## src/rtl/nmr_bitstream_pulse_gen.sv

```systemverilog
// rtl/nmr_bitstream_pulse_gen.sv - one-segment delay/pulse/delay player for the NMR sequencer handshake
module nmr_bitstream_pulse_gen #(
    parameter int   IDLY_WIDTH = 32,
    parameter int   PLS_WIDTH  = 32,
    parameter int   EDLY_WIDTH = 32,
    parameter logic PLS_ACTIVE = 1'b1
) (
    input  logic                  CLK,
    input  logic                  RST,
    input  logic                  BT_START,
    output logic                  BT_DONE,
    input  logic [IDLY_WIDTH-1:0] idly_reg,
    input  logic [PLS_WIDTH-1:0]  pls_reg,
    input  logic [EDLY_WIDTH-1:0] edly_reg,
    output logic                  PLS_OUT,
    output logic                  BUSY_START_ERR,
    input  logic                  ERR_CLR
);

    localparam int CW_A = (IDLY_WIDTH > PLS_WIDTH) ? IDLY_WIDTH : PLS_WIDTH;
    localparam int CW   = (CW_A > EDLY_WIDTH) ? CW_A : EDLY_WIDTH;
    localparam logic [CW-1:0] ONE  = CW'(1);
    localparam logic [CW-1:0] ZERO = '0;

    typedef enum logic [2:0] {
        S_IDLE,
        S_LOAD,
        S_IDLY,
        S_PLS,
        S_EDLY
    } state_t;

    state_t        state;
    state_t        state_next;
    logic [CW-1:0] cnt;
    logic [CW-1:0] cnt_next;
    logic [CW-1:0] idly_q;
    logic [CW-1:0] pls_q;
    logic [CW-1:0] edly_q;
    logic          accept;
    logic          busy_start;

    assign accept     = BT_START && (state == S_IDLE);
    assign busy_start = BT_START && (state != S_IDLE);

    // Counter holds (len-1) on phase entry so a phase of len cycles ends when it reads zero.
    always_comb begin
        state_next = state;
        cnt_next   = cnt;
        case (state)
            S_IDLE: begin
                if (BT_START) state_next = S_LOAD;
            end
            S_LOAD: begin
                if (idly_q != ZERO) begin
                    state_next = S_IDLY;
                    cnt_next   = idly_q - ONE;
                end else if (pls_q != ZERO) begin
                    state_next = S_PLS;
                    cnt_next   = pls_q - ONE;
                end else if (edly_q != ZERO) begin
                    state_next = S_EDLY;
                    cnt_next   = edly_q - ONE;
                end else begin
                    state_next = S_IDLE;
                end
            end
            S_IDLY: begin
                if (cnt != ZERO) begin
                    cnt_next = cnt - ONE;
                end else if (pls_q != ZERO) begin
                    state_next = S_PLS;
                    cnt_next   = pls_q - ONE;
                end else if (edly_q != ZERO) begin
                    state_next = S_EDLY;
                    cnt_next   = edly_q - ONE;
                end else begin
                    state_next = S_IDLE;
                end
            end
            S_PLS: begin
                if (cnt != ZERO) begin
                    cnt_next = cnt - ONE;
                end else if (edly_q != ZERO) begin
                    state_next = S_EDLY;
                    cnt_next   = edly_q - ONE;
                end else begin
                    state_next = S_IDLE;
                end
            end
            S_EDLY: begin
                if (cnt != ZERO) cnt_next = cnt - ONE;
                else             state_next = S_IDLE;
            end
            default: begin
                state_next = S_IDLE;
                cnt_next   = ZERO;
            end
        endcase
    end

    // Outputs are decoded from the next state so they change on the same edge as the state.
    always_ff @(posedge CLK or posedge RST) begin
        if (RST) begin
            state          <= S_IDLE;
            cnt            <= ZERO;
            idly_q         <= ZERO;
            pls_q          <= ZERO;
            edly_q         <= ZERO;
            BT_DONE        <= 1'b1;
            PLS_OUT        <= ~PLS_ACTIVE;
            BUSY_START_ERR <= 1'b0;
        end else begin
            state   <= state_next;
            cnt     <= cnt_next;
            BT_DONE <= (state_next == S_IDLE);
            PLS_OUT <= (state_next == S_PLS) ? PLS_ACTIVE : ~PLS_ACTIVE;
            if (accept) begin
                idly_q <= CW'(idly_reg);
                pls_q  <= CW'(pls_reg);
                edly_q <= CW'(edly_reg);
            end
            if (busy_start)   BUSY_START_ERR <= 1'b1;
            else if (ERR_CLR) BUSY_START_ERR <= 1'b0;
        end
    end

endmodule

```

## config.mk

```make
export PLATFORM = sky130hd
export DESIGN_NAME = nmr_bitstream_pulse_gen
export DESIGN_NICKNAME = d
export VERILOG_FILES = /design/src/rtl/nmr_bitstream_pulse_gen.sv
export SDC_FILE = /design/constraint.sdc
export NUM_CORES = 1
export LEC_CHECK = 0
export BUFFER_PORTS_ARGS = -buffer_cell sky130_fd_sc_hd__buf_2
export CORE_MARGIN = 10
export CORE_UTILIZATION = 60
export DETAILED_ROUTE_END_ITERATION = 8
export PLACE_DENSITY = 0.9
export SETUP_SLACK_MARGIN = 0.05
export SYNTH_ARGS = -nofsm -noshare
export SYNTH_HDL_FRONTEND = slang
export SYNTH_SLANG_ARGS = --single-unit
```

## constraint.sdc

```tcl
create_clock -name CLK -period 5.7 [get_ports CLK]
set_clock_uncertainty 0.2 [all_clocks]
set_input_delay 0.57 -clock CLK [delete_from_list [all_inputs] [get_ports CLK]]
set_output_delay 0.57 -clock CLK [all_outputs]
set_load 0.01 [all_outputs]
```

==> flow_summary.ini <==
[outcome]
outcome = finished clean

[finish]
layout.filler_cells = 1128
synthToLayoutAreaGrowth_pct = 13.75
drive_gt1_share_pct = 25.88
num_antenna_cells = 0
nNetsFinal = 1147

[global_route]
first_global_vias = 8248
grt-ovfl-total = 0
antenna_violations_before_repair = 0
grt_start_max_net_pins = 77
grt_pass1_wl_um = 45280
globalRouteTotalUtil_pct = 28.34

[route]
remaining_drc_errors = 0
finalWirelength_um = 28900
drt-wirelength-per-cell_um = 23.33
detail_route.vias_per_cell = 6.819
drt.antenna.violating_nets = 0
first_iter_violations = 1055
vias = 8449
drt_first_pass_iters = 6

[job]
max_cap_violations = 0

[synth]
synth_compound_gate_area_share_pct = 16.94
synthesis.instances = 961
synth_xor_area_share_pct = 8.010
synth_enable_flop_cells = 0
post-synth-top-count-cell = sky130_fd_sc_hd__dfrtp_1
netlist-cell-type-count = 74
post_synth_main_area_contributors = sky130_fd_sc_hd__dfrtp_1 (37%), sky130_fd_sc_hd__mux2_2 (11%), sky130_fd_sc_hd__xnor2_1 (4.7%), sky130_fd_sc_hd__xor2_1 (3.3%), sky130_fd_sc_hd__nor4_1 (2.8%)
synth_seq_area_share_pct = 37.41
syn-cell-area_um2 = 8966
post_synth.cell_area_avg_um2 = 9.330
yosysWarningCount = 0
synthesis.nets = 1066
synth_seq_cells = 134
synth_top_cell_area_share_pct = 37.12
synth_top_cells_by_count = sky130_fd_sc_hd__dfrtp_1 (133), sky130_fd_sc_hd__mux2_2 (91), sky130_fd_sc_hd__nor2_1 (63), sky130_fd_sc_hd__nand2_1 (56), sky130_fd_sc_hd__xnor2_1 (48)
async_reset_ff_share_pct = 100.0
post_synth_mux_area_share_pct = 12.10
postSynth.topFlopCell = sky130_fd_sc_hd__dfrtp_1
synth-simple-area-share_pct = 21.39
synth_top_family_by_area = simple AND/OR/NAND/NOR gates
post_synthesis_cell_type_with_the_largest_combined_area = sky130_fd_sc_hd__dfrtp_1
synth_fa_ha_area_share_pct = 0.6977

[cts]
path_clk_slew_ps = 60
worstSkewPairLatency_ps = 430
max-clock-path-buffers = 2
postCtsSetupRepairBufs = 0
h-tree-depth = 4
root_buffer = sky130_fd_sc_hd__clkbuf_16
ctsResizeCount = 0
cts_tree = done
number_of_buffers_created_by_cts = 17
cts.hold.buffers_added = 0
clock_net_sink_count = 134

[sta]
timing_hold_violations_final = 0
final-setup-viol-count = 0
final_critical_period_ps = 4265
slew_headroom_pct = 13.36
setup_ws_ps = 1435
timing.fmax_ghz = 0.2345
slew_at_the_pin_closest_to_its_max_slew_limit_ps = 1300
finalSetupTns_ps = 0
grt_setup_unrepaired = false
slew_viol_final = 0
period_share_pct = 74.82

[place]
globalplace.congestion = 1.031
place_hpwl_um = 21100
dp_worst_setup_slack_ps = 1718
place.port_buffers = 102

[setup_path]
timing.critical_path.buf_inv = 1
regToRegEndpoint = cnt[25]
slowest_stage = sky130_fd_sc_hd__a21oi_1
crit_arrival_ps = 4350
worstSetupPathType = register to register
timing.critical_path.max_delay_family = simple AND/OR/NAND/NOR gates
reg2reg_setup_slack_ps = 1440
critPathMaxFanout = 12
cp.required_ps = 5780
cp_endpoint_kind = register
max_stage_delay_ps = 1010
crit_chain = nor4_1 -> nand4_1 -> or3_4 -> a21oi_1 -> buf_4 -> o221ai_1
setup.worst_path.start_class = register
reg2regPathDepth = 6
r2r_start = cnt[8]

[pwr]
power_density_over_cell_area_nw_per_um2 = 533.2
vdd.ir_drop.worst_uv = 342.9
power.static_leakage_nw = 4.066

[worst_hold_path]
timing.hold.worst.class = primary input to asynchronous set/reset pin

[floorplan]
std_cell_rows = 44
chipHeight_um = 142.2
boundaryPins = 103
core_area_um2 = 14590
floorplan.initialDensity_pct = 61.46
die_width_um = 142.2
die_outline_area_um2 = 20230
==> final cells by class <==
class | instances | area [um2] | share of cell area (%)
timing repair buffer | 117 | 623.1 | 6.110
clock buffer | 19 | 452.9 | 4.441
inverter | 16 | 62.56 | 0.6134
clock inverter | 13 | 155.1 | 1.521
sequential | 134 | 3354 | 32.89
tap | 184 | 230.2 | 2.257
multi-input combinational | 756 | 5320 | 52.17
==> placed cells by master (no fill, tap or decap), types with 7 or more instances in the layout <==
master	n
sky130_fd_sc_hd__buf_4	15
sky130_fd_sc_hd__dfrtp_1	133
sky130_fd_sc_hd__or2_2	7
sky130_fd_sc_hd__or3_1	21
sky130_fd_sc_hd__o22ai_1	23
sky130_fd_sc_hd__o211ai_1	17
sky130_fd_sc_hd__nand4_1	13
sky130_fd_sc_hd__o21ai_1	12
sky130_fd_sc_hd__or4_1	23
sky130_fd_sc_hd__nor4_1	40
sky130_fd_sc_hd__nor3_1	45
sky130_fd_sc_hd__o21ai_0	45
sky130_fd_sc_hd__nand3_1	22
sky130_fd_sc_hd__nand2_1	56
sky130_fd_sc_hd__a21oi_1	42
sky130_fd_sc_hd__nand2b_1	7
sky130_fd_sc_hd__xor2_1	34
sky130_fd_sc_hd__a211oi_1	12
sky130_fd_sc_hd__mux2_2	91
sky130_fd_sc_hd__inv_1	15
sky130_fd_sc_hd__buf_2	102
sky130_fd_sc_hd__xnor2_1	48
sky130_fd_sc_hd__nor2_1	63
sky130_fd_sc_hd__clkbuf_16	17
sky130_fd_sc_hd__o31ai_1	11
==> metrics by stage <==
stage	utilization, %	area (um2)	instances	power, mW	hold WS (ps)
2_1_floorplan	-	8966	961	3.514	294.9
3_3_place_gp	65.74	9590	1207	4.099	305.8
3_5_place_dp	65.74	9590	1207	4.197	316.5
4_1_cts	69.91	10200	1239	5.362	113.3
5_1_grt	69.91	10200	1239	5.727	153.0
6_report	69.91	10200	1239	5.438	82.12
==> registers in the layout (all words and copies together), names as in the netlist <==
| name | flops |
|---|---|
| cnt | 32 |
| edly_q | 32 |
| idly_q | 32 |
| pls_q | 32 |
| state | 3 |
| BT_DONE | 1 |
| BUSY_START_ERR | 1 |
| PLS_OUT | 1 |
==> worst register-to-register path, stage by stage (launching register included) <==
cell and delay (ps):
sky130_fd_sc_hd__dfrtp_1 450, sky130_fd_sc_hd__nor4_1 710, sky130_fd_sc_hd__nand4_1 600, sky130_fd_sc_hd__or3_4 640, sky130_fd_sc_hd__a21oi_1 1010, sky130_fd_sc_hd__buf_4 370
sky130_fd_sc_hd__o221ai_1 140
==> per-layer routing <==
metal  routed length [um]  GRT usage [%]
met5                    0              0
met4                  909          9.844
met3                 3188          7.877
met2                13350          44.89
met1                11460          36.38
==> worst max-delay path by stage <==
stage	start	to	slack, ps	depth (start not counted)
2_1_floorplan	RST	BUSY_START_ERR	1350	1
3_3_place_gp	cnt[0]	cnt[28]	1760	9
3_5_place_dp	cnt[0]	cnt[28]	1720	9
4_1_cts	cnt[8]	cnt[28]	1670	7
5_1_grt	cnt[8]	cnt[28]	1170	7
6_report	cnt[8]	cnt[25]	1440	6
==> kinds of logic (layout without fill, tap and decap cells) <==
family,count (synthesis),in the layout
XOR/XNOR,82,82
AND/OR/NAND/NOR,343,343
flip-flops,134,134
multiplexers,97,97
buffers and inverters,71,165
adder cells (fa/ha/maj),5,5
AO/OA/AOI/OAI,229,229
==> where the power goes <==
| group | leakage (nW) | switching (mW) | internal [mW] | total [mW] |
|---|---|---|---|---|
| clock network | 0.295 | 0.428 | 0.707 | 1.13 |
| logic | 2.12 | 1.23 | 1.01 | 2.24 |
| registers | 1.65 | 0.669 | 1.39 | 2.06 |
Power figures use the tool's default switching activity.
